## src/rtl/ternary_pkg.sv

```systemverilog
// Shared types for the balanced-ternary ALU and its writeback stage.
// Trit encoding: 00 = zero, 01 = +1, 10 = -1, 11 = invalid.
package ternary_pkg;

    typedef enum logic [1:0] {
        T_ZERO    = 2'b00,
        T_POS_ONE = 2'b01,
        T_NEG_ONE = 2'b10,
        T_INVALID = 2'b11
    } trit_t;

    localparam int TERNARY_WIDTH      = 8;
    localparam int DEFAULT_REG_ADDR_W = 4;

    typedef struct packed {
        trit_t [TERNARY_WIDTH-1:0]     result;
        trit_t                         carry;
        logic                          zero;
        logic                          neg;
        logic [DEFAULT_REG_ADDR_W-1:0] rd;
        logic                          we;
        logic                          flags_we;
        logic                          invalid;
    } wb_entry_t;

    typedef struct packed {
        logic  z;
        logic  n;
        trit_t c;
    } cond_flags_t;

    function automatic logic t_is_invalid(input trit_t t);
        return (t == T_INVALID);
    endfunction

endpackage

```

## src/rtl/ternary_wb_fifo2.sv

```systemverilog
// Two-entry FIFO of writeback entries. The head is read straight from
// the storage registers, so the output carries no combinational path
// from push/pop. Push while full and pop while empty are ignored.
module ternary_wb_fifo2
    import ternary_pkg::*;
(
    input  logic      clk,
    input  logic      rst_n,
    input  logic      push,
    input  wb_entry_t push_entry,
    input  logic      pop,
    output wb_entry_t head_entry,
    output logic      full,
    output logic      empty
);

    wb_entry_t  mem [2];
    logic       head;
    logic       tail;
    logic [1:0] count;
    logic       do_push;
    logic       do_pop;

    assign do_push = push && !full;
    assign do_pop  = pop && !empty;

    // Storage, pointers and occupancy; reset discards everything.
    always_ff @(posedge clk) begin
        if (!rst_n) begin
            mem[0] <= '0;
            mem[1] <= '0;
            head   <= 1'b0;
            tail   <= 1'b0;
            count  <= 2'd0;
        end else begin
            if (do_push) begin
                mem[tail] <= push_entry;
                tail      <= ~tail;
            end
            if (do_pop) begin
                head <= ~head;
            end
            case ({do_push, do_pop})
                2'b10:   count <= count + 2'd1;
                2'b01:   count <= count - 2'd1;
                default: count <= count;
            endcase
        end
    end

    assign head_entry = mem[head];
    assign full       = (count == 2'd2);
    assign empty      = (count == 2'd0);

endmodule

```

## src/rtl/ternary_alu_wb_stage.sv

```systemverilog
// Writeback stage behind the balanced-ternary ALU: buffers results in a
// 2-entry FIFO, drives the register-file write port, and retires the
// Z/N/C flags and sticky error in program order (at pop time).
// Optional operand-forwarding outputs are enabled by TERNARY_WB_FWD_EN.
module ternary_alu_wb_stage
    import ternary_pkg::*;
#(
    parameter int WIDTH      = TERNARY_WIDTH,
    parameter int REG_ADDR_W = DEFAULT_REG_ADDR_W,
    parameter int DEPTH      = 2
) (
    input  logic                  clk,
    input  logic                  rst_n,
    input  logic                  in_valid,
    output logic                  in_ready,
    input  trit_t [WIDTH-1:0]     in_result,
    input  trit_t                 in_carry,
    input  logic                  in_zero,
    input  logic                  in_neg,
    input  logic [REG_ADDR_W-1:0] in_rd,
    input  logic                  in_we,
    input  logic                  in_flags_we,
    output logic                  wb_valid,
    input  logic                  wb_ready,
    output trit_t [WIDTH-1:0]     wb_data,
    output logic [REG_ADDR_W-1:0] wb_rd,
    output logic                  wb_we,
    output logic                  flag_z,
    output logic                  flag_n,
    output trit_t                 flag_c,
    output logic                  err_sticky,
    input  logic                  err_clr
`ifdef TERNARY_WB_FWD_EN
    ,
    output logic                  fwd_valid,
    output logic [REG_ADDR_W-1:0] fwd_rd,
    output trit_t [WIDTH-1:0]     fwd_data
`endif
);

    // The entry struct is sized by the package, so the parameters must agree.
    if (DEPTH != 2) begin : g_bad_depth
        $error("ternary_alu_wb_stage: only DEPTH=2 is supported");
    end
    if (WIDTH != TERNARY_WIDTH) begin : g_bad_width
        $error("ternary_alu_wb_stage: WIDTH must equal TERNARY_WIDTH");
    end
    if (REG_ADDR_W != DEFAULT_REG_ADDR_W) begin : g_bad_addr
        $error("ternary_alu_wb_stage: REG_ADDR_W must equal DEFAULT_REG_ADDR_W");
    end

    wb_entry_t   push_entry;
    wb_entry_t   head;
    logic        full;
    logic        empty;
    logic        push;
    logic        pop;
    logic        in_invalid;
    cond_flags_t flags_q;
    logic        err_q;

    // Flag an entry invalid if any result trit or the carry is T_INVALID.
    always_comb begin
        in_invalid = t_is_invalid(in_carry);
        for (int k = 0; k < WIDTH; k++) begin
            in_invalid = in_invalid | t_is_invalid(in_result[k]);
        end
    end

    // Pack the ALU outputs into a buffer entry.
    always_comb begin
        push_entry          = '0;
        push_entry.result   = in_result;
        push_entry.carry    = in_carry;
        push_entry.zero     = in_zero;
        push_entry.neg      = in_neg;
        push_entry.rd       = in_rd;
        push_entry.we       = in_we;
        push_entry.flags_we = in_flags_we;
        push_entry.invalid  = in_invalid;
    end

    assign in_ready = ~full;
    assign wb_valid = ~empty;
    assign push     = in_valid && in_ready;
    assign pop      = wb_valid && wb_ready;

    ternary_wb_fifo2 u_fifo (
        .clk        (clk),
        .rst_n      (rst_n),
        .push       (push),
        .push_entry (push_entry),
        .pop        (pop),
        .head_entry (head),
        .full       (full),
        .empty      (empty)
    );

    assign wb_data = head.result;
    assign wb_rd   = head.rd;
    assign wb_we   = head.we && !head.invalid;

    // Architectural flags update when a valid flag-writing entry retires.
    always_ff @(posedge clk) begin
        if (!rst_n) begin
            flags_q <= '{z: 1'b0, n: 1'b0, c: T_ZERO};
        end else if (pop && head.flags_we && !head.invalid) begin
            flags_q <= '{z: head.zero, n: head.neg, c: head.carry};
        end
    end

    // Sticky error: retiring an invalid entry sets it and beats a clear.
    always_ff @(posedge clk) begin
        if (!rst_n) begin
            err_q <= 1'b0;
        end else if (pop && head.invalid) begin
            err_q <= 1'b1;
        end else if (err_clr) begin
            err_q <= 1'b0;
        end
    end

    assign flag_z     = flags_q.z;
    assign flag_n     = flags_q.n;
    assign flag_c     = flags_q.c;
    assign err_sticky = err_q;

`ifdef TERNARY_WB_FWD_EN
    assign fwd_valid = wb_valid && wb_we;
    assign fwd_rd    = head.rd;
    assign fwd_data  = head.result;
`endif

endmodule

```

## config.mk

```make
export PLATFORM = sky130hd
export DESIGN_NAME = ternary_alu_wb_stage
export DESIGN_NICKNAME = d
export VERILOG_FILES = /design/src/rtl/ternary_pkg.sv /design/src/rtl/ternary_wb_fifo2.sv /design/src/rtl/ternary_alu_wb_stage.sv
export SDC_FILE = /design/constraint.sdc
export NUM_CORES = 1
export LEC_CHECK = 0
export CAP_MARGIN = 10
export CELL_PAD_IN_SITES_DETAIL_PLACEMENT = 0
export CELL_PAD_IN_SITES_GLOBAL_PLACEMENT = 1
export CORE_UTILIZATION = 45
export CTS_CLUSTER_SIZE = 12
export DETAILED_ROUTE_END_ITERATION = 10
export DONT_BUFFER_PORTS = 1
export PLACE_DENSITY = 0.79
export SKIP_LAST_GASP = 1
export SLEW_MARGIN = 25
export SYNTH_ARGS = -nofsm -noshare
export SYNTH_HDL_FRONTEND = slang
export SYNTH_SLANG_ARGS = --single-unit
```

## constraint.sdc

```tcl
create_clock -name clk -period 2.4 [get_ports clk]
set_input_delay 0.24 -clock clk [delete_from_list [all_inputs] [get_ports clk]]
set_output_delay 0.24 -clock clk [all_outputs]
set_load 0.02 [all_outputs]
```

* After elaboration in Yosys (flattened, before gate mapping) *
Memory sizes are Yosys's and may differ from the RTL's. A register that Yosys moved wholly into a read port is not among the register bits.
Cells that the tools add are included.

cells by class
  equal/unequal tests = 12
  muxes and demuxes = 12
  bitwise operators = 12
  reduce and logical (&&, ||, !) cells = 15
  add/subtract/negate cells = 2

operators with widths
  cell                 number
  $mux 27              1
  $reduce_or 27->1     1
  $eq 2x2->1 const B   11
  $mux 1               10
  $logic_and 1x1->1    8
  $or 1x1->1           8
  $not 1->1            4
  $pmux 2 s2           1
  $reduce_bool 2->1    2
  $logic_not 1->1      3
  $add 2x1->2 const B  1
  $eq 2x1->1 const B   1
  $logic_not 2->1      1
  $sub 2x1->2 const B  1

storage, ports and cells
  bits in registers = 9
  memories = 1
  word-level logic and storage cells = 61
  bits in writable memories = 54

memories
  memory      depth  width  read ports  clocked after Yosys merged registers in  wr ports  line                    RTL
  u_fifo.mem  2      27     1           1                                        2         ternary_wb_fifo2.sv:17  wb_entry_t mem [2];

* Depth between registers and ports, before layout *
  word-level depth = 10
  mapped depth = 7
  depth with buffers taken out = 7

* Hierarchy *
A second synthesis with hierarchy kept.

second synthesis, totals
  cell total of the unflattened synthesis = 229
  area, all modules = 2,806.4 µm²

by module, submodules not included
  module                times used  sequential area each (µm²)  cells each  area each (µm²)
  ternary_wb_fifo2      1           1,721.7                     201         2,537.4
  ternary_alu_wb_stage  1           100.1                       28          269.0

* Worst setup path before layout *
No wires, ideal clock.

  path type = register to register
  start point = register u_fifo.count[0]
  end point = memory u_fifo.mem[1][0] (netlist name) (enable)
  arrival = 1.673 ns
  stages on the path, launching flop included = 6
  buffers on the path = 1
  setup slack = 0.339 ns
  path through = dfxtp_1 > nor2b_4 > inv_2 > and4_4 > buf_6 > nand2b_1

RTL lines
  element                 line                    RTL
  from (decl)             ternary_wb_fifo2.sv:20  logic [1:0] count;
  from (signal assigned)  ternary_wb_fifo2.sv:44  2'b10: count <= count + 2'd1;
  from (signal assigned)  ternary_wb_fifo2.sv:45  2'b01: count <= count - 2'd1;
  from (signal assigned)  ternary_wb_fifo2.sv:46  default: count <= count;
  to (decl)               ternary_wb_fifo2.sv:17

==> impl_metrics.py <==
metrics = {
    "outcome": {
        "status": "complete, but fails checks",
        "violations": "DRC",
    },
    "sta": {
        "period_needed_ns": 2.01,
        "slew_headroom_pct": 60.4,
        "fin_crit_sh_pct": 83.7,
        "clock_skew_ns": 0.00634,
        "tns_ns": 0,
        "slew_viol_final": 0,
        "hold_slack_ns": 0.0993,
        "fmax_mhz": 498,
        "rsz0062_at_grt": "false",
        "setup_viol": 0,
        "hold_violations": 0,
        "tightest_slew_ns": 0.578,
    },
    "clock_network": {
        "cts_tree": "yes",
        "cts_resized": 0,
        "cts_buffers": 9,
        "cts_setup_buffers": 0,
        "cts-root-buf": "clkbuf_8",
        "htreeDepth": 3,
        "cts_sinks": 64,
        "clk_latency_ns": 0.32,
        "cts_buffer_depth": 2,
        "cts_hold_buf": 0,
        "path_clk_slew_ns": 0.07,
    },
    "setup_path": {
        "timing.rr.end": "u_fifo.mem[1][15]",
        "crit_slowest_cell": "dfxtp_1",
        "crit_start": "u_fifo.count[0]",
        "r2r_slack_ns": 0.39,
        "arrival_ns": 2.03,
        "crit_path_end_kind": "flop",
        "worstReg2RegStart": "u_fifo.count[0]",
        "slowest_delay_ns": 0.46,
        "path_max_fanout": 28,
        "crit_chain": "nor2b_4, inv_2, and4_4, nand2b_1, buf_12",
        "path_class": "flop to flop",
        "rr_worst_depth": 5,
        "worstPathRequired_ns": 2.42,
        "startpoint_type": "flop",
    },
    "detailed_routing": {
        "postRouteAntennaNets": 0,
        "wirelength_mm": 4.85,
        "via_per_inst": 5.32,
        "drtIter0Drc": 66,
        "vias": 1515,
        "dr.pass1.iters": 7,
        "wire_per_inst_um": 17.0,
        "drc_errors": 5,
    },
    "cells_and_area": {
        "regArea_um2": 1820,
        "multiInputGateArea_um2": 963,
        "postLayoutCoreUtil_pct": 48.2,
        "layout-drive-gt1-share_pct": 28.8,
        "fin_nets": 235,
        "layout_common_cells": "edfxtp_1 (54), and2_1 (37), mux2_2 (20), and2_4 (15), dfxtp_1 (10)",
        "layout_commonest_cell": "edfxtp_1",
        "fillCellCount": 551,
        "antenna_cells": 0,
        "areaGrowthSynthToFinish_pct": 2.53,
    },
    "synth": {
        "yosysWarnings": 0,
        "synthArstFlopShare_pct": 0,
        "synthFlopType": "edfxtp_1",
        "synth_nets": 249,
        "syn_avg_cell_area_um2": 13.9,
        "ys_types": 36,
        "yosysSeqAreaShare_pct": 60.3,
        "synth-seq-cells": 64,
        "synth_edf_count": 54,
        "synthCells": 217,
        "netlist_area_um2": 3020,
    },
    "worst_hold_path": {
        "hold_path_class": "input pin to flop",
        "holdCritStartpoint": "err_clr",
        "hold_depth": 2,
        "hold_end": "err_sticky",
    },
    "floorplan": {
        "placementRows": 29,
        "dieArea_um2": 7050,
        "start_util_pct": 47.0,
        "core-area_um2": 6420,
        "die_w_um": 83.9,
        "num_io_pins": 59,
        "die_h_um": 83.9,
    },
    "pwr": {
        "vdd_ir_drop_max_v": 0.000338,
        "p_per_area_nw_per_um2": 984,
        "leakage_nw": 1.15,
        "power.total_mw": 3.05,
    },
    "flow_run": {
        "maxCapViolCount": 0,
    },
    "global_route": {
        "grt_max_degree": 29,
        "antenna_found_initial": 0,
        "gr-total-overflow": 0,
        "grt_pass1_wl_mm": 7.85,
        "grt_usage_pct": 15.0,
        "grt_pass1_vias": 1552,
    },
    "placed_design": {
        "dpl.hpwl_mm": 3.17,
        "gp_congestion": 0.692,
        "io_buffers": 0,
    },
}
-- per-layer routing --
metal  routed length, um  global-route usage (%)  up-vias
li1                    -                       -      723
met1                2050                    17.4      738
met2                2360                    24.4       47
met3                 380                    4.95        7
met4                  66                    7.99        0
met5                   0                       0        -
-- per-stage QoR --
stage,setup WS (ns),area [um^2],cells
3_5_place_dp,0.392,2940,269
5_1_grt,0.283,3100,285
2_1_floorplan,0.339,3020,217
4_1_cts,0.383,3100,285
3_3_place_gp,0.471,2940,269
6_report,0.390,3100,285
-- power breakdown --
group / internal, mW / switching, mW
Combinational: 0.324 / 0.514
Clock: 0.364 / 0.363
Sequential: 1.40 / 0.0852
Total: 2.09 / 0.962
-- sequential cells by signal (all words and copies together) (netlist names), named ones only --
name	count
flag_n	1
flag_z	1
err_sticky	1
u_fifo.count	2
u_fifo.head	1
u_fifo.tail	1
u_fifo.mem	54
flag_c	2
-- Yosys cell counts, types with 2 or more instances --
master	instances	area share [%]
edfxtp_1	54	54
and2_1	37	7.7
buf_4	20	5.0
mux2_2	20	7.5
and2_4	15	4.3
dfxtp_1	10	6.6
mux2i_1	6	2.0
a211oi_1	4	0.99
a31oi_1	4	0.83
a21oi_1	3	0.50
a22oi_1	3	0.75
buf_2	3	0.50
buf_6	3	1.1
clkbuf_1	3	0.37
nand2b_1	3	0.62
nor2_1	3	0.37
a21boi_0	2	0.50
inv_1	2	0.25
nand2_1	2	0.25
o21ai_0	2	0.33
or3_1	2	0.41
xnor2_1	2	0.58
-- cell families after synthesis --
group                      Yosys count  synth area share (%)
adders and majority gates            1                 0.414
muxes                               27                  9.94
xor gates and xnor gates             3                 0.870
AOI/OAI and AO/OA                   20                  4.47
buffers and inverters               33                  7.83
and+or+nand+nor                     69                  16.2
DFF                                 64                  60.3
-- worst max-delay path by stage --
stage / endpoint / slack [ns] / depth (start not counted)
2_1_floorplan: u_fifo.mem[1][0] / 0.34 / 5
3_3_place_gp: u_fifo.mem[1][19] / 0.47 / 5
3_5_place_dp: u_fifo.mem[1][13] / 0.39 / 5
4_1_cts: u_fifo.mem[1][15] / 0.38 / 5
5_1_grt: u_fifo.mem[1][15] / 0.28 / 5
6_report: u_fifo.mem[1][15] / 0.39 / 5
-- layout make-up --
type | instances | area share [%]
repair buffers | 5 | 1.62
inverters | 3 | 0.363
multi-input cells | 120 | 31.1
well taps | 77 | 3.11
clock inverters | 5 | 0.767
clock buffers | 11 | 4.24
flip-flops and latches | 64 | 58.8
-- worst max-delay path, delay by kind of cell, from the launching register on --
family	cells	cell delay [ns]
buf+inv	2	0.35
flops	1	0.46
simple gates	3	0.88
(Power assumes the default switching activity.)
